`src/rtl/lcd_fmt_pkg.sv`:
```
// lcd_fmt_pkg: shared definitions for the LCD frame composer.
//   - ASCII constants used when building display lines
//   - weekday name ROM (index 0 = invalid -> "EEE", 1..7 = Mon..Sun)
//   - clk_mode / edit_field enums
//   - bcd2ascii: one BCD nibble to one display character
package lcd_fmt_pkg;

    localparam logic [7:0] ASCII_SP    = 8'h20;
    localparam logic [7:0] ASCII_COLON = 8'h3A;
    localparam logic [7:0] ASCII_DASH  = 8'h2D;
    localparam logic [7:0] ASCII_COMMA = 8'h2C;
    localparam logic [7:0] ASCII_QMARK = 8'h3F;
    localparam logic [7:0] ASCII_STAR  = 8'h2A;

    typedef enum logic [1:0] {
        MODE_NORMAL    = 2'd0,
        MODE_SET_TIME  = 2'd1,
        MODE_SET_DATE  = 2'd2,
        MODE_SET_ALARM = 2'd3
    } clk_mode_e;

    typedef enum logic [1:0] {
        FLD_HOUR_DAY  = 2'd0,
        FLD_MIN_MONTH = 2'd1,
        FLD_SEC_YEAR  = 2'd2,
        FLD_NONE      = 2'd3
    } edit_field_e;

    // Ascending ranges: leftmost literal is entry 0, first letter is char 0.
    localparam logic [0:7][0:2][7:0] WDAY_ROM = {
        "EEE", "Mon", "Tue", "Wed", "Thu", "Fri", "Sat", "Sun"
    };

    function automatic logic [7:0] bcd2ascii(input logic [3:0] d);
        return (d > 4'd9) ? ASCII_QMARK : (8'h30 | {4'h0, d});
    endfunction

endpackage

```
`src/rtl/lcd_blink_timer.sv`:
```
// lcd_blink_timer: free-running blink phase generator.
//   mclk    : clock
//   rst_n   : async active-low reset (counter 0, phase 0)
//   restart : sync clear of counter and phase (field becomes visible)
//   phase   : toggles each time the counter wraps after HALF_PERIOD cycles
module lcd_blink_timer #(
    parameter int HALF_PERIOD = 1
) (
    input  logic mclk,
    input  logic rst_n,
    input  logic restart,
    output logic phase
);

    localparam int CW = (HALF_PERIOD > 1) ? $clog2(HALF_PERIOD) : 1;
    localparam logic [CW-1:0] LAST = CW'(HALF_PERIOD - 1);

    logic [CW-1:0] r_cnt;
    logic          r_phase;

    always_ff @(posedge mclk or negedge rst_n) begin
        if (!rst_n) begin
            r_cnt   <= '0;
            r_phase <= 1'b0;
        end else if (restart) begin
            r_cnt   <= '0;
            r_phase <= 1'b0;
        end else if (r_cnt == LAST) begin
            r_cnt   <= '0;
            r_phase <= ~r_phase;
        end else begin
            r_cnt   <= r_cnt + 1'b1;
        end
    end

    assign phase = r_phase;

endmodule

```
`src/rtl/lcd_frame_composer.sv`:
```
// lcd_frame_composer: renders clock/date/weekday BCD into two ASCII lines
// and hands them to the LCD controller as whole frames.
//   mclk, rst_n        : clock, async active-low reset
//   clk_mode           : 0 normal, 1 set time, 2 set date, 3 set alarm
//   edit_field         : field being edited (3 = none)
//   bcd_time, ampm,
//   mode_12h           : time digits (h,m,s tens/ones from LSB), PM flag, 12h suffix
//   weekday, date      : weekday 1..7, date digits (d,mo,y tens/ones from LSB)
//   alarm_en           : shows "ALM" on line A
//   line_a, line_b     : held frame, character 0 in bits [7:0]
//   frame_valid/ready  : held frame is new / consumer takes it
module lcd_frame_composer
    import lcd_fmt_pkg::*;
#(
    parameter int M_FREQ       = 1,
    parameter int LINE_CHARS   = 16,
    parameter int SHOW_SECONDS = 1
) (
    input  logic                    mclk,
    input  logic                    rst_n,
    input  logic [1:0]              clk_mode,
    input  logic [1:0]              edit_field,
    input  logic [23:0]             bcd_time,
    input  logic                    ampm,
    input  logic                    mode_12h,
    input  logic [2:0]              weekday,
    input  logic [23:0]             date,
    input  logic                    alarm_en,
    output logic [8*LINE_CHARS-1:0] line_a,
    output logic [8*LINE_CHARS-1:0] line_b,
    output logic                    frame_valid,
    input  logic                    frame_ready
);

    localparam int HALF_PERIOD = (M_FREQ / 2 < 1) ? 1 : M_FREQ / 2;
    localparam int AP_COL      = (SHOW_SECONDS != 0) ? 9 : 6;

    typedef enum logic {ST_IDLE, ST_PENDING} state_e;

    state_e                       r_state, w_next_state;
    logic                         w_load;
    logic [LINE_CHARS-1:0][7:0]   w_a, w_b, r_line_a, r_line_b;
    logic [1:0]                   r_prev_mode, r_prev_field;
    logic                         w_restart, w_phase, w_blank;
    clk_mode_e                    w_mode;
    edit_field_e                  w_field;

    assign w_mode  = clk_mode_e'(clk_mode);
    assign w_field = edit_field_e'(edit_field);

    // Any change of mode/field restarts the blink so the new field shows at once.
    always_ff @(posedge mclk or negedge rst_n) begin
        if (!rst_n) begin
            r_prev_mode  <= 2'd0;
            r_prev_field <= 2'd3;
        end else begin
            r_prev_mode  <= clk_mode;
            r_prev_field <= edit_field;
        end
    end

    assign w_restart = (clk_mode != r_prev_mode) || (edit_field != r_prev_field);

    lcd_blink_timer #(.HALF_PERIOD(HALF_PERIOD)) u_blink (
        .mclk    (mclk),
        .rst_n   (rst_n),
        .restart (w_restart),
        .phase   (w_phase)
    );

    // Mask the phase during the restart cycle so the stale phase never leaks out.
    assign w_blank = w_phase && !w_restart && (w_mode != MODE_NORMAL) && (w_field != FLD_NONE);

    always_comb begin
        w_a = {LINE_CHARS{ASCII_SP}};
        w_b = {LINE_CHARS{ASCII_SP}};

        for (int i = 0; i < 3; i++) w_a[i] = WDAY_ROM[weekday][i];
        w_a[3]  = ASCII_COMMA;
        w_a[4]  = bcd2ascii(date[3:0]);
        w_a[5]  = bcd2ascii(date[7:4]);
        w_a[6]  = ASCII_DASH;
        w_a[7]  = bcd2ascii(date[11:8]);
        w_a[8]  = bcd2ascii(date[15:12]);
        w_a[9]  = ASCII_DASH;
        w_a[10] = bcd2ascii(date[19:16]);
        w_a[11] = bcd2ascii(date[23:20]);
        if (alarm_en) begin
            w_a[12] = "A";
            w_a[13] = "L";
            w_a[14] = "M";
        end
        if (w_mode == MODE_SET_ALARM) w_a[15] = ASCII_STAR;

        w_b[0] = bcd2ascii(bcd_time[3:0]);
        w_b[1] = bcd2ascii(bcd_time[7:4]);
        w_b[2] = ASCII_COLON;
        w_b[3] = bcd2ascii(bcd_time[11:8]);
        w_b[4] = bcd2ascii(bcd_time[15:12]);
        if (SHOW_SECONDS != 0) begin
            w_b[5] = ASCII_COLON;
            w_b[6] = bcd2ascii(bcd_time[19:16]);
            w_b[7] = bcd2ascii(bcd_time[23:20]);
        end
        if (mode_12h) begin
            w_b[AP_COL]     = ampm ? "P" : "A";
            w_b[AP_COL + 1] = "M";
        end

        if (w_blank) begin
            if (w_mode == MODE_SET_DATE) begin
                case (w_field)
                    FLD_HOUR_DAY:  begin w_a[4]  = ASCII_SP; w_a[5]  = ASCII_SP; end
                    FLD_MIN_MONTH: begin w_a[7]  = ASCII_SP; w_a[8]  = ASCII_SP; end
                    FLD_SEC_YEAR:  begin w_a[10] = ASCII_SP; w_a[11] = ASCII_SP; end
                    default: ;
                endcase
            end else begin
                case (w_field)
                    FLD_HOUR_DAY:  begin w_b[0] = ASCII_SP; w_b[1] = ASCII_SP; end
                    FLD_MIN_MONTH: begin w_b[3] = ASCII_SP; w_b[4] = ASCII_SP; end
                    FLD_SEC_YEAR: begin
                        if (SHOW_SECONDS != 0) begin
                            w_b[6] = ASCII_SP;
                            w_b[7] = ASCII_SP;
                        end
                    end
                    default: ;
                endcase
            end
        end
    end

    always_ff @(posedge mclk or negedge rst_n) begin
        if (!rst_n) r_state <= ST_IDLE;
        else        r_state <= w_next_state;
    end

    // Capture only from idle; the accept edge never captures, giving a 1-cycle bubble.
    always_comb begin
        w_next_state = r_state;
        w_load       = 1'b0;
        case (r_state)
            ST_IDLE: begin
                if ({w_a, w_b} != {r_line_a, r_line_b}) begin
                    w_load       = 1'b1;
                    w_next_state = ST_PENDING;
                end
            end
            ST_PENDING: begin
                if (frame_ready) w_next_state = ST_IDLE;
            end
            default: w_next_state = ST_IDLE;
        endcase
    end

    always_ff @(posedge mclk or negedge rst_n) begin
        if (!rst_n) begin
            r_line_a <= {LINE_CHARS{ASCII_SP}};
            r_line_b <= {LINE_CHARS{ASCII_SP}};
        end else if (w_load) begin
            r_line_a <= w_a;
            r_line_b <= w_b;
        end
    end

    assign line_a      = r_line_a;
    assign line_b      = r_line_b;
    assign frame_valid = (r_state == ST_PENDING);

endmodule

```
`config.mk`:
```
export PLATFORM = sky130hd
export DESIGN_NAME = lcd_frame_composer
export DESIGN_NICKNAME = d
export VERILOG_FILES = /design/src/rtl/lcd_fmt_pkg.sv /design/src/rtl/lcd_blink_timer.sv /design/src/rtl/lcd_frame_composer.sv
export SDC_FILE = /design/constraint.sdc
export NUM_CORES = 1
export LEC_CHECK = 0
export CORE_MARGIN = 10
export CORE_UTILIZATION = 39
export CTS_CLUSTER_SIZE = 40
export DETAILED_ROUTE_END_ITERATION = 8
export GPL_TIMING_DRIVEN = 0
export HOLD_SLACK_MARGIN = 0.02
export PLACE_DENSITY = 0.79
export SYNTH_ARGS = -nofsm -noshare
export SYNTH_HDL_FRONTEND = slang
export SYNTH_HIERARCHICAL = 1
export SYNTH_SLANG_ARGS = --single-unit
```
`constraint.sdc`:
```
create_clock -name mclk -period 3.3 [get_ports mclk]
set_input_delay 0.495 -clock mclk [delete_from_list [all_inputs] [get_ports mclk]]
set_output_delay 0.495 -clock mclk [all_outputs]
set_load 0.01 [all_outputs]
```
==> results of run 1 <==
==> layout by cell type, fill, tap and decap left out, types with 6 or more instances in the layout <==
cell type / n
dfrtp_1: 77
nor2b_1: 9
clkbuf_1: 10
o2111ai_1: 6
nand2_1: 40
o21ai_0: 19
a21oi_1: 58
nor3_1: 16
dfstp_2: 6
mux2_4: 52
nand2b_1: 9
conb_1: 138
nand3_1: 12
buf_6: 10
o22ai_1: 10
nor2_1: 73
a22oi_1: 8
buf_4: 212
buf_12: 11
xnor2_1: 7
xor2_1: 6
clkbuf_16: 13
mux2i_1: 20
mux2_1: 6
or2_2: 6
clkdlybuf4s50_1: 169
inv_1: 42
==> through the flow <==
step / std cells / total power, uW / setup slack (ps) / util, % / instance area [sq um]
6_report: 1405 / 4080 / -94.8 / 63.0 / 11000
5_1_grt: 1405 / 4250 / -186 / 63.0 / 11000
3_5_place_dp: 1339 / 2760 / -1250 / 54.9 / 9560
2_1_floorplan: 937 / 2090 / 47.9 / - / 7490
4_1_cts: 1385 / 3990 / -40.8 / 61.0 / 10600
3_3_place_gp: 1338 / 2740 / -1500 / 54.8 / 9540
==> power groups by stage <==
stage	clock network (uW)	logic (uW)	registers [uW]
2_1_floorplan	0	690	1400
3_3_place_gp	0	1360	1380
3_5_place_dp	0	1370	1390
4_1_cts	1050	1560	1380
5_1_grt	1090	1740	1420
6_report	1040	1640	1390
==> final cells by class <==
type	instances	share of cell area (%)
diodes	1	0.0228
plain buffers	201	14.3
clock buffers	14	2.31
clock inverters	2	0.319
inverters	43	1.49
multi-input cells	607	38.0
flip-flops and latches	85	19.5
well taps	225	2.57
repair buffers	227	21.4
==> registers in the layout (all words and copies together), names as in the netlist <==
name,cells
line_a,48
line_b,31
r_prev_field,2
r_prev_mode,2
frame_valid,1
u_blink/phase,1
==> kinds of logic after synthesis <==
kind of cell           count (synthesis)  synth area share [%]
buffers and inverters                245                  23.3
AND/OR/NAND/NOR                      215                  16.2
AO/OA/AOI/OAI                        156                  14.7
flip-flops                            85                  30.6
multiplexers                          82                  12.8
XOR/XNOR                              16                  2.22
other                                  2                 0.108
==> final timing paths <==
check / start / endpoint / slack (ps) / cells past startpoint
worst min register to register: line_a[5] / line_a[5] / 500 / 2
worst min-delay path: rst_n / line_b[48] / 20 / 1
min in group mclk: edit_field[1] / r_prev_field[1] / 390 / 1
worst max-delay path: edit_field[0] / line_a[8] / -90 / 14
max in group asynchronous: rst_n / line_a[5] / 2600 / 2
worst max register to register: r_prev_field[0] / line_a[8] / -80 / 12
==> synth_stat cells, types with 5 or more instances <==
master	count
buf_4	184
dfrtp_1	79
nor2_1	73
a21oi_1	60
mux2_1	57
inv_1	42
nand2_1	41
mux2i_1	22
o21ai_0	21
nor3_1	17
nand3_1	12
clkbuf_1	10
o22ai_1	10
a22oi_1	9
nand2b_1	9
nor2b_1	9
xnor2_1	8
or2_2	7
dfstp_2	6
o2111ai_1	6
or4_1	6
xor2_1	6
nor4_1	5
o21a_1	5
==> repair_timing <==
item	4_1_cts	5_1_grt
gates cloned	2	4
endpoints found under the setup margin	80	79
pin swaps	17	15
hold endpoints to repair	0	0
setup buffers	28	16
gates resized for setup	122	27
==> routing by layer <==
metal / wire (um) / track usage (%)
met1: 10800 / 25.6
met2: 13800 / 36.9
met3: 3040 / 7.56
met4: 957 / 6.52
met5: 0 / 0
==> key figures, run 1 <==
Routing
  • DRC violation total after the first TritonRoute iteration: approximately 630
  • Vias per cell: 4.97
  • DRT Pass-1 Iters: 5
  • Final WL: 28700 um
  • Via count: 6977
  • Average detailed-routed wire length per instance: 20.4 um
  • Number of antenna-violating nets in the routed design: 0
  • Remaining routing DRC violations: 0

STA
  • Worst relative slew slack: roughly 53%
  • Tightest Pin Transition: approximately 710 ps
  • Post-route clock skew: 10.5 ps
  • Peak Freq: 0.295 GHz
  • Worst hold margin: between 20 and 25 ps
  • Final setup TNS: -4360 ps
  • Max-slew violation count: 0
  • Minimum period implied by the final worst setup slack: about 3400 ps
  • Final hold violation count: 0
  • Minimum setup slack in the final design: -94.8 ps
  • Setup repair after global routing missed its margin: true
  • Final worst path period share: 103%
  • Number of endpoints failing setup at the final stage: 69

Global route
  • Initial antenna violation count: 1
  • Vias in the first global route: 6575
  • Maximum number of pins on one net before global-route repair: approximately 70
  • Overflow after GRT: 0
  • Gr usage total: 21.9%
  • Wire length of the first global-routing pass: 40800 um

Die
  • Die footprint: 0.0237 sq mm
  • Starting utilization of the core area: 40.1%
  • Width of the chip: 154 um
  • Number of top-level pins: 318
  • Vertical die dimension: 154 um
  • Floorplan row count: 48
  • Core region area: approximately 0.017 sq mm

Placed design
  • DPL Wire Length: 21200 um
  • Placer Congestion: ~0.96
  • Number of I/O port buffers: 176

Outcome
  • Status: finished with violations
  • Failing checks: setup timing

Setup path
  • CP Buf/Inv Count: 6
  • Critical path's slowest cell: or4_4
  • Max FO, Critical Path: 5
  • Worst setup EP type: flop
  • Required time of the critical path: about 3500 ps
  • Worst Path Class, Setup: input port to flop
  • Cells along the critical path: dlygate4sd2_1, buf_6, xnor2_4, buf_6, nand4_4, nor3_4, buf_6, mux2i_4, or4_4, nor4_4, a31oi_4, buf_8, clkbuf_16, mux2_4
  • Max stage delay on crit path: about 570 ps
  • Crit path top cell by count: buf_6
  • Crit start category: input port
  • Arrival time of data at the critical path endpoint: approximately 3600 ps
  • Kind of cell adding the most delay to the critical path: simple AND/OR/NAND/NOR gates

Yosys
  • Seq cells post-synth: 85
  • Number of enable-type register cells in the synthesized netlist: 0
  • Synth Instances: between 800 and 900
  • Synth Area per Inst: slightly below 9 sq um
  • Async set-or-reset flop fraction in the synthesized netlist: 100%
  • Post-Synthesis Cell Area: 0.00698 sq mm
  • Number of warnings issued by yosys: 6
  • Yosys cell types: 75
  • Synth area leader: dfrtp_1
  • Portion of synthesized cell area occupied by the leading cell type: 28.3%
  • Leading register cell type out of synthesis: dfrtp_1
  • Sequential area share after synthesis: slightly above 30%
  • Leading cell types by total area after synthesis: dfrtp_1 (28%), buf_4 (20%), mux2_1 (9.2%)

Finish
  • Nets: 1235
  • Area of combinational cells with multiple inputs: approximately 0.0042 sq mm
  • Growth of design area from synthesis to finish: 57.1%
  • Register area: about 0.0021 sq mm
  • Fillers: roughly 1400
  • Fraction of layout cells with a size suffix above 1: approximately 31%

Pwr
  • Static Leak: 0.00518 uW
  • Worst vdd rail ir drop: 0.264 mV
  • Switching fraction of total power: roughly a third
  • PwrDens: 372 mW/mm^2
  • Combinational Power Share: 40.2%
  • Share of total power in sequential cells: around a third
  • Switching power: 1400 uW
  • Cell internal power dissipation: 2680 uW
  • Part of the power in the clock network: 25.6%

Clock network
  • CTS clk-pin slew, worst paths: around 60 ps
  • Clock tree root buffer cell: clkbuf_16
  • Total of hold buffers inserted after clock tree synthesis: 0
  • Worst-skew pair later-pin latency: 360 ps
  • Cts bufs inserted: 9
  • Max Root-Sink Buffers: 2
  • CTS sink cnt: 85
  • H-Tree Level Count: 3
  • CTS tree: built

Flow run
  • Number of violations of the max-capacitance limit: 0

Worst hold path
  • Min-delay worst type: input port to async pin
(Power assumes the default switching activity.)
==> run 2: changes to the inputs <==
--- a/config.mk
+++ b/config.mk
@@ -6,12 +6,13 @@
 export NUM_CORES = 1
 export LEC_CHECK = 0
 export CORE_MARGIN = 10
-export CORE_UTILIZATION = 39
+export CORE_UTILIZATION = 43
 export CTS_CLUSTER_SIZE = 40
 export DETAILED_ROUTE_END_ITERATION = 8
 export GPL_TIMING_DRIVEN = 0
 export HOLD_SLACK_MARGIN = 0.02
-export PLACE_DENSITY = 0.79
+export PLACE_DENSITY_LB_ADDON = 0.08
+export SLEW_MARGIN = 20
 export SYNTH_ARGS = -nofsm -noshare
 export SYNTH_HDL_FRONTEND = slang
 export SYNTH_HIERARCHICAL = 1
==> constraint.sdc (replaced) <==
create_clock -name mclk -period 3.5 [get_ports mclk]
set_input_delay 0.525 -clock mclk [delete_from_list [all_inputs] [get_ports mclk]]
set_output_delay 0.525 -clock mclk [all_outputs]
set_load 0.01 [all_outputs]
==> run 2 against run 1 <==
Register-to-register slack improved by 120 ps. Via count fell by 3.0%. Clock skew is 4.1 ps lower. Critical path type is now flop to flop. The flow now finishes without violations. Largest cell class unchanged. Highest routed layer unchanged. Critical endpoint is now line_a[83].
==> key figures, run 2 (same netlist as run 1, synthesis figures left out) <==
Setup path
  • Max stage delay on crit path: about 640 ps
  • CP Buf/Inv Count: 3
  • Worst setup EP type: flop
  • Max FO, Critical Path: 7
  • Kind of cell adding the most delay to the critical path: simple AND/OR/NAND/NOR gates
  • Worst Path Class, Setup: flop to flop
  • Arrival time of data at the critical path endpoint: between 3000 and 4000 ps
  • Cells along the critical path: xnor2_4, nand4_4, nor3_4, buf_6, mux2_4, a2111o_1, nor4_4, buf_4, a31oi_4, clkbuf_16, mux2_1
  • Crit start category: flop
  • Required time of the critical path: approximately 3700 ps
  • Critical path's slowest cell: dfstp_2

Clock network
  • H-Tree Level Count: 3
  • CTS sink cnt: 85
  • Worst-skew pair later-pin latency: 350 ps
  • Max Root-Sink Buffers: 2
  • CTS tree: built
  • Total of hold buffers inserted after clock tree synthesis: 0
  • Cts bufs inserted: 9
  • CTS clk-pin slew, worst paths: 60 ps
  • Clock tree root buffer cell: clkbuf_16

Finish
  • Most common cell after layout, fill and taps aside: buf_4
  • Largest register FFs: 48
  • Finished Cell Area: 0.0105 sq mm
  • Most frequent cells in the layout: buf_4 (200), clkdlybuf4s50_1 (169), conb_1 (138), dfrtp_1 (79), nor2_1 (72)
  • Antenna diode count: 0
  • Nets: 1212
  • Fraction of layout cells with a size suffix above 1: 26.2%
  • Fillers: ~1400
  • Growth of design area from synthesis to finish: 50.5%

Routing
  • Number of antenna-violating nets in the routed design: 0
  • DRC violation total after the first TritonRoute iteration: 500
  • Vias per cell: between 4 and 5
  • Via count: 6765
  • DRT Pass-1 Iters: 5
  • Average detailed-routed wire length per instance: 19.1 um
  • Final WL: 26200 um
  • Remaining routing DRC violations: 0

Outcome
  • Status: finished, final reports clean

STA
  • Peak Freq: 0.289 GHz
  • Final hold violation count: 0
  • Tightest Pin Transition: 710 ps
  • Max-slew violation count: 0
  • Number of endpoints failing setup at the final stage: 0
  • Minimum period implied by the final worst setup slack: 3460 ps
  • Post-route clock skew: ~6.5 ps
  • Worst relative slew slack: 52.5%
  • Setup repair after global routing missed its margin: true
  • Final worst path period share: 98.9%

Die
  • Width of the chip: between 100 and 150 um
  • Number of top-level pins: 318
  • Vertical die dimension: 147 um
  • Starting utilization of the core area: 44.0%
  • Core region area: 0.0159 sq mm
  • Floorplan row count: 46
  • Die footprint: 0.0217 sq mm

Global route
  • Gr usage total: 22.1%
  • Vias in the first global route: roughly 6400
  • GR peak layer: met2
  • Overflow after GRT: 0
  • Met2 demand-to-capacity share in global routing: 36.2%
  • Wire length of the first global-routing pass: 37900 um
  • Maximum number of pins on one net before global-route repair: 46
  • Initial antenna violation count: 0
  • Fraction of met1 tracks used by global routing: between 20% and 30%
  • Met3 track utilization from global routing: about 6.9%

Pwr
  • Post-route total power: around 3800 uW
  • Static Leak: 0.00491 uW
  • Worst vdd rail ir drop: around 0.21 mV
  • PwrDens: 360 mW/mm^2

Placed design
  • Placer Congestion: 0.931
  • Number of I/O port buffers: 176
  • Instance area at placement: ~0.0096 sq mm
  • DPL Wire Length: 20400 um

Flow run
  • Number of violations of the max-capacitance limit: 0

Worst hold path
  • Min-delay worst type: input port to async pin
run 2: cell types whose count changed in the layout (fill, tap and decap cells not counted), sizes merged, moves of 2 or more:
| cell | delta |
|---|---|
| dlygate4sd2 | -4 |
| clkbuf | -2 |
| buf | -22 |
| dlymetal6s2s | +5 |
| clkdlybuf4s15 | -2 |
run 2: worst paths after layout:
kind,start,endpoint,slack [ps],depth (start not counted)
worst max register to register,r_prev_field[0],line_a[83],40,11
max in group asynchronous,rst_n,r_prev_field[0],2780,2
min in group mclk,edit_field[0],r_prev_field[0],330,1
worst max-delay path,r_prev_field[0],line_a[83],40,11
worst min register to register,line_a[5],line_a[5],480,2
worst min-delay path,rst_n,line_a[82],90,1
run 2: layout make-up:
type                       instances  area, sq um  share of cell area, %
buffer                           202         1550                   14.7
clock buffer                      12          256                   2.44
clock inverter                     4         70.1                  0.667
inverter                          43          161                   1.54
multi-input combinational        608         4000                   38.0
sequential                        85         2130                   20.3
tap                              216          270                   2.57
timing repair buffer             202         2070                   19.7
run 2: power breakdown:
part	leakage [uW]	total (uW)	internal [uW]	switching (uW)
Sequential	0.000943	1310	1110	197
Combinational	0.00380	1400	753	650
Clock	0.000163	1070	662	408
run 2: metal layers:
metal	up-vias	part of all wire, %
li1	3201	-
met5	-	0
met3	32	9.3
met1	3189	40
met2	343	49
met4	0	2.1
run 2: repair_timing:
action / in CTS / in global routing
hold endpoints to repair: 0 / 0
setup endpoints to repair: 80 / 79
gates cloned: 0 / 5
setup buffers: 10 / 11
resized for setup: 37 / 53
pin swaps: 8 / 13
run 2: through the flow:
| stage | hold WS, ps | setup WS [ps] | instances | utilization [%] | setup TNS [ps] |
|---|---|---|---|---|---|
| 6_report | 94.8 | 37.3 | 1372 | 66.2 | 0 |
| 5_1_grt | 127 | -58.7 | 1372 | 66.2 | -2550 |
| 4_1_cts | 114 | -20.3 | 1356 | 63.7 | -92.2 |
| 3_5_place_dp | 480 | -934 | 1330 | 60.2 | -69870 |
| 3_3_place_gp | 473 | -1390 | 1329 | 60.0 | -179730 |
| 2_1_floorplan | 229 | 218 | 937 | - | 0 |
run 2: worst reg2reg max path, cell delays in order, from the launching register on:
cell and delay [ps]:
dfstp_2 640, xnor2_4 170, nand4_4 170, nor3_4 240
buf_6 150, mux2_4 300, a2111o_1 440, nor4_4 280
buf_4 180, a31oi_4 220, clkbuf_16 260, mux2_1 310
==> run 3: changes to the inputs <==
--- a/config.mk
+++ b/config.mk
@@ -17,3 +17,4 @@
 export SYNTH_HDL_FRONTEND = slang
 export SYNTH_HIERARCHICAL = 1
 export SYNTH_SLANG_ARGS = --single-unit
+export TNS_END_PERCENT = 5
==> run 3 against run 2 <==
Clock skew hardly changed. Die area stayed put. Fmax is 0.46% lower. Worst hold slack better by 4.0 ps. Worst setup slack worse by 16 ps. Total power is 0.23% lower.
==> key figures, run 3 (same netlist as run 1, synthesis figures left out) <==
Pwr
  • PwrDens: 360 mW/mm^2
  • Part of the power in the clock network: roughly 28%
  • Share of total power in sequential cells: 34.7%
  • Static Leak: 0.00487 uW
  • Switching power: 1260 uW
  • Switching fraction of total power: between 30 and 40%
  • Worst vdd rail ir drop: 0.226 mV
  • Cell internal power dissipation: 2520 uW
  • Combinational Power Share: 36.9%

Setup path
  • Max FO, Critical Path: 7
  • CP Buf/Inv Count: 2
  • Crit start category: flop
  • Kind of cell adding the most delay to the critical path: simple AND/OR/NAND/NOR gates
  • Worst setup EP type: flop
  • Critical path's slowest cell: dfstp_2
  • R2R setup slack: 20 ps
  • Arrival time of data at the critical path endpoint: 3710 ps
  • Max stage delay on crit path: 630 ps
  • Required time of the critical path: about 3700 ps
  • Crit path top cell by count: nor4_4
  • Worst Path Class, Setup: flop to flop
  • Cells along the critical path: nand4bb_4, nor4_4, mux2i_1, o221ai_1, or4_4, nor4_4, buf_4, a31oi_4, clkbuf_16, mux2_1

Routing
  • Average detailed-routed wire length per instance: 19.1 um
  • Remaining routing DRC violations: 0
  • DRC violation total after the first TritonRoute iteration: approximately 500
  • Via count: 6747
  • Final WL: about 26000 um
  • Vias per cell: around 5
  • DRT Pass-1 Iters: 5
  • Number of antenna-violating nets in the routed design: 0

STA
  • Max-slew violation count: 0
  • Setup repair after global routing missed its margin: true
  • Final worst path period share: between 90% and 100%
  • Final hold violation count: 0
  • Post-route clock skew: 6.00 ps
  • Number of endpoints failing setup at the final stage: 0
  • Minimum period implied by the final worst setup slack: 3480 ps
  • Worst relative slew slack: 53.7%
  • Tightest Pin Transition: 693 ps
  • Peak Freq: 0.287 GHz
  • Minimum setup slack in the final design: 21.4 ps

Outcome
  • Status: finished, final reports clean

Finish
  • Finished Cell Area: 0.0105 sq mm
  • Most frequent cells in the layout: buf_4 (200), clkdlybuf4s50_1 (169), conb_1 (138), dfrtp_1 (79), nor2_1 (72)
  • Nets: 1212
  • Fraction of layout cells with a size suffix above 1: around a quarter
  • Growth of design area from synthesis to finish: 50.1%
  • Final Core Density: 66.0%
  • Antenna diode count: 0
  • Fillers: around 1400
  • Most common cell after layout, fill and taps aside: buf_4
  • Largest register FFs: 48

Clock network
  • CTS clk-pin slew, worst paths: 70 ps
  • Max Root-Sink Buffers: 2
  • Cts bufs inserted: 9
  • Worst-skew pair later-pin latency: approximately 360 ps
  • Clock tree root buffer cell: clkbuf_16
  • CTS sink cnt: 85
  • CTS tree: built
  • Total of hold buffers inserted after clock tree synthesis: 0
  • H-Tree Level Count: 3

Placed design
  • Pre-CTS setup slack: -934 ps
  • Placer Congestion: 0.931
  • Number of I/O port buffers: 176
  • DPL Wire Length: 20400 um
  • Instance area at placement: 0.00956 sq mm

Die
  • Number of top-level pins: roughly 320
  • Core region area: 0.0159 sq mm
  • Floorplan row count: between 40 and 50
  • Width of the chip: 147 um
  • Vertical die dimension: about 150 um
  • Starting utilization of the core area: a little over two fifths
  • Die footprint: 0.0217 sq mm

Flow run
  • Number of violations of the max-capacitance limit: 0

Global route
  • Gr usage total: 22.1%
  • Maximum number of pins on one net before global-route repair: 46
  • Overflow after GRT: 0
  • Initial antenna violation count: 0
  • Vias in the first global route: 6381
  • Wire length of the first global-routing pass: 37900 um

Worst hold path
  • Min-delay worst type: input port to async pin
-- run 3: changes by cell type in the layout (fill, tap and decap cells not counted) --
cell	before	now
mux2_4	15	7
mux2_1	43	51
-- run 3: metrics by stage --
step	total power, uW	cells	setup TNS (ps)	hold slack (ps)
3_3_place_gp	2580	1329	-179730	473
4_1_cts	3700	1356	-92.2	114
3_5_place_dp	2590	1330	-69870	480
5_1_grt	3940	1372	-2670	127
6_report	3770	1372	0	98.9
2_1_floorplan	1970	937	0	229
-- run 3: cell type report --
type | instances | area (sq um) | area share [%]
sequential | 85 | 2130 | 20.4
timing repair buffer | 202 | 2070 | 19.8
clock buffer | 12 | 256 | 2.45
inverter | 43 | 161 | 1.54
multi-input combinational | 608 | 3970 | 37.8
buffer | 202 | 1550 | 14.8
tap | 216 | 270 | 2.58
clock inverter | 4 | 70.1 | 0.668
-- run 3: worst paths after layout --
kind                                 start              end  depth (start not counted)
max                        r_prev_field[0]       line_b[58]                         10
min                                  rst_n       line_a[82]                          1
max reg2reg                r_prev_field[0]       line_b[58]                         10
min reg2reg                      line_a[5]        line_a[5]                          2
max in group asynchronous            rst_n  r_prev_field[0]                          2
min in group mclk            edit_field[0]  r_prev_field[0]                          1
-- run 3: what timing repair did --
action                     CTS  global route
pin swaps                    8            13
resized for setup           37            45
setup endpoints to repair   80            79
setup buffers               10            11
cloned                       0             5
-- run 3: metal layers --
metal / global-route usage [%] / vias to the layer above / share of wire, %
met4: 6.49 / 0 / 2.4
met5: 0 / - / 0
li1: - / 3204 / -
met2: 36.2 / 347 / 48
met1: 27.2 / 3154 / 40
met3: 6.87 / 42 / 8.9
-- run 3: power groups by stage --
stage / clock network (uW) / registers, uW / logic [uW]
2_1_floorplan: 0 / 1320 / 650
3_3_place_gp: 0 / 1310 / 1270
6_report: 1070 / 1310 / 1390
4_1_cts: 1080 / 1300 / 1320
5_1_grt: 1120 / 1330 / 1490
3_5_place_dp: 0 / 1310 / 1280
==> RTL edit 1: new RTL, flow settings as in run 3 <==
Change the parameter `SHOW_SECONDS` from 1 to 0.
--- a/src/rtl/lcd_frame_composer.sv
+++ b/src/rtl/lcd_frame_composer.sv
@@ -15,5 +15,5 @@
     parameter int M_FREQ       = 1,
     parameter int LINE_CHARS   = 16,
-    parameter int SHOW_SECONDS = 1
+    parameter int SHOW_SECONDS = 0
 ) (
     input  logic                    mclk,
Behaviour: not the same (a bounded check fails within 4 cycles, from zero or initial values and one cycle with rst_n low).
==> RTL edit 1 against run 3 <==
- critical endpoint is now line_a[96]
- combinational power down 9%
- cell area decreased by 11%
- total power fell by 13%
- setup slack improved by 0.075 ns
- critical path type is now input pin to flip-flop
- synthesized area down 6.3%
- largest power group unchanged
- core utilization shrank 4.1 points
- highest routed layer unchanged
- routed wire length down 17%
- cell count shrank 8.8%
- sequential cell count shrank 9
==> RTL edit 1: results (changes against run 3) <==
- Sw power: 1.10 mW (-13%)
- Metal3 WL: 2160 um (-7.2%)
- Skew-Pair Late Insertion Delay: 0.34 ns (-0.02 ns)
- Leakage: 4.61 nW (-5.3%)
- Status: finished, final reports clean
- Final wirelength: 21,700 um (-17%)
- Int Pwr: 2.19 mW (-13%)
- M1 WL: 8430 um (-20%)
- Placed cells: 1,228 (-7.7%)
- Routed vias/inst: 4.67 (-5.0%)
- Synth Area in Compound Gates: 15.5% (+0.72 points)
- Area contributors post-synth: dfrtp_1 (27%), buf_4 (21%), mux2_4 (8.5%), mux2i_1 (4.1%), a21oi_1 (3.2%)
- Post-synthesis xor/xnor area fraction: 1.87% (-0.35 points)
- FF/Latch Area: 0.00191 mm^2 (-11%)
- GP Congestion: 0.884 (-5.1%)
- Postcts setup bufs: 0 (-10)
- Initial detailed-routing violation count: 368 (-28%)
- First-pass GRT wire length: 31,900 um (-16%)
- Critical Path Sink: line_a[96]
- Critical Path Source: weekday[1]
- Met2 wire length: 10,700 um (-15%)
- Routed WL per cell: 17.3 um (-9.2%)
- Largest net degree at the start of global routing: 44 (-4.3%)
- Met2 Use GR: 33.1% (-3.1 points)
- Worst Hold Slack: 0.185 ns (+0.0865 ns)
- Nets: 1,117 (-7.8%)
- CP top delay family: compound AO/OA/AOI/OAI gates
- PortBufs: 154 (-13%)
## RTL edit 1: changes by cell type after synthesis, moves of 6 or more
cell | before | now
mux2_1 | 57 | 0
nor2_1 | 73 | 40
mux2_4 | 0 | 37
o32ai_1 | 2 | 9
a21oi_1 | 60 | 42
nor3_1 | 17 | 9
nand2b_1 | 9 | 15
nand2_1 | 41 | 35
dfrtp_1 | 79 | 70
## RTL edit 1: cell families (layout without fill, tap and decap cells)
family | count (synthesis) | in the layout
buffers and inverters | 259 | 435
AND/OR/NAND/NOR | 170 | 170
AO/OA/AOI/OAI | 147 | 147
flip-flops | 76 | 76
multiplexers | 67 | 67
XOR/XNOR | 14 | 14
other | 2 | 153
adder cells (fa/ha/maj) | 1 | 1
## RTL edit 1: cell type report
class	count	area share [%]
well taps	188	2.53
multi-input cells	550	38.3
repair buffers	160	17.3
clock buffers	14	2.73
clock inverters	2	0.108
inverters	47	1.89
flip-flops and latches	76	20.5
plain buffers	212	16.7
diodes	2	0.0538
==> RTL edit 2: new RTL, flow settings as in run 3 <==
Made on the original files. Make the reset (`rst_n`) synchronous in 4 clocked blocks. Comments in the files are not updated.
--- a/src/rtl/lcd_blink_timer.sv
+++ b/src/rtl/lcd_blink_timer.sv
@@ -19,5 +19,5 @@
     logic          r_phase;
 
-    always_ff @(posedge mclk or negedge rst_n) begin
+    always_ff @(posedge mclk) begin
         if (!rst_n) begin
             r_cnt   <= '0;
--- a/src/rtl/lcd_frame_composer.sv
+++ b/src/rtl/lcd_frame_composer.sv
@@ -50,5 +50,5 @@
 
     // Any change of mode/field restarts the blink so the new field shows at once.
-    always_ff @(posedge mclk or negedge rst_n) begin
+    always_ff @(posedge mclk) begin
         if (!rst_n) begin
             r_prev_mode  <= 2'd0;
@@ -132,5 +132,5 @@
     end
 
-    always_ff @(posedge mclk or negedge rst_n) begin
+    always_ff @(posedge mclk) begin
         if (!rst_n) r_state <= ST_IDLE;
         else        r_state <= w_next_state;
@@ -155,5 +155,5 @@
     end
 
-    always_ff @(posedge mclk or negedge rst_n) begin
+    always_ff @(posedge mclk) begin
         if (!rst_n) begin
             r_line_a <= {LINE_CHARS{ASCII_SP}};
Formal check against the unedited RTL: differs if rst_n is asserted again (counterexample within 4 cycles, from zero or initial values and one cycle with rst_n low); with rst_n held inactive, the same outputs for 4 cycles.
==> RTL edit 2 against run 3 <==
- die area is 5.4% lower
- setup slack improved by 0.021 ns
- sequential cell count is 1 higher
- routed wire length up 5.7%
- cell area decreased by 0.69%
- synthesized cell count up 0.12%
- synthesized area is 6.2% lower
- total power fell by 4.0%
- largest cell class unchanged
==> RTL edit 2: results (changes against run 3) <==
- DRT Pass-1 Iters: 6 (+1)
- Worst VDD drop: 0.000241 V (+6.5%)
- Max Clock Skew: 0.00939 ns (+0.00339 ns)
- Leakage: 4.49 nW (-7.7%)
- Fraction of layout cells with a size suffix above 1: 29.3% (+3.7 points)
- Final wirelength: 27,600 um (+5.7%)
- Crit-path slowest cell: or4_4
- Largest net degree at the start of global routing: 20 (-57%)
- F_max: 289 MHz (+0.59%)
- R2r worst-path depth: 13 (+3)
- Status: finished, final reports clean
- R2R setup slack: 0.04 ns (+0.02 ns)
- Area after DPL: 0.00910 mm^2 (-4.9%)
- Register area share after synthesis: 26.3% (-4.3 points)
- Total global-route track usage: 25.0% (+3.0 points)
- Async SR Flop Fraction: 0% (-100 points)
- Hold Path Class: input pin to flip-flop
- First-pass GRT wire length: 40,000 um (+5.5%)
- Dpl hpwl: 21,400 um (+5.0%)
- Post-synth top area share: 26.3% (-2.0 points)
- Post-synthesis cell type count: 81 (+8.0%)
- Worst Hold Slack: 0.389 ns (+0.290 ns)
- GP Congestion: 1.01 (+8.4%)
- Vias in the first global route: 6,814 (+6.8%)
- Nets: 1,225 (+1.1%)
- Sequential power: 1.23 mW (-6%)
- Sw power: 1.20 mW (-4.2%)
- Arr. time, crit path: 3.76 ns (+0.05 ns)
- Placed cells: 1,303 (-2.0%)
- Post-Place Setup Slack: -1.40 ns (-0.471 ns)
- Final cell count without fillers: 1,357 (-1.1%)
- Most frequent cells after synthesis: buf_4 (177), dfxtp_1 (86), nor2_1 (53)
- Post-Syn Instances: 802 (+0.12%)
- Critical path fanouts, max: 6 (-1)
- PortBufs: 177 (+0.57%)
- Max-slew headroom: 38.9% (-15 points)
- Pwr per Cell Area: 348 mW/mm^2 (-3.3%)
- Delay of the slowest cell on the worst path: 0.59 ns (-0.04 ns)
## RTL edit 2: cell count changes in the layout (fill, tap and decap cells not counted), sizes merged, moves of 9 or more
cell and delta:
mux2i -9, inv -14, a32o +17, mux2 -59, nor2 -18, dfrtp -79, a21oi -23, buf +20
o2bb2ai +34, dfxtp +86
## RTL edit 2: final timing paths
check,startpoint,endpoint
min,edit_field[1],r_prev_field[1]
max,r_prev_field[1],line_a[3]
max reg2reg,r_prev_field[1],line_a[3]
min reg2reg,line_a[5],line_a[5]
## RTL edit 2: cells by family after synthesis
family                   after synthesis  share of synthesized area, %
AO/OA/AOI/OAI                        216                          25.2
flip-flops                            86                          26.3
adder cells (fa/ha/maj)                1                         0.153
buffers and inverters                233                          24.1
XOR/XNOR                              13                          1.85
multiplexers                          14                          2.16
AND/OR/NAND/NOR                      236                          20.1
other                                  3                         0.172
## RTL edit 2: metal layers
metal  track usage (%)  wire, um  vias to the layer above
li1                  -         -                     3374
met1              29.5     10400                     3304
met2              41.5     13000                      419
met3              7.36      3110                       95
met4              10.4      1190                        0
met5                 0         0                        -
## RTL edit 2: layout make-up
| class | instances | area [um^2] |
|---|---|---|
| buffer | 200 | 1570 |
| clock buffer | 13 | 280 |
| clock inverter | 3 | 47.5 |
| fill | 1240 | 4680 |
| inverter | 28 | 105 |
| multi-input combinational | 619 | 4160 |
| sequential | 86 | 1730 |
| tap | 188 | 235 |
| timing repair buffer | 220 | 2280 |
## RTL edit 2: timing repair
item | in CTS | in global routing
setup buffers | 20 | 18
endpoints found under the hold margin | 0 | 0
gates cloned | 3 | 2
hold buffers | 0 | 0
resized for setup | 91 | 59
pin swaps | 14 | 31
setup endpoints to repair | 80 | 80
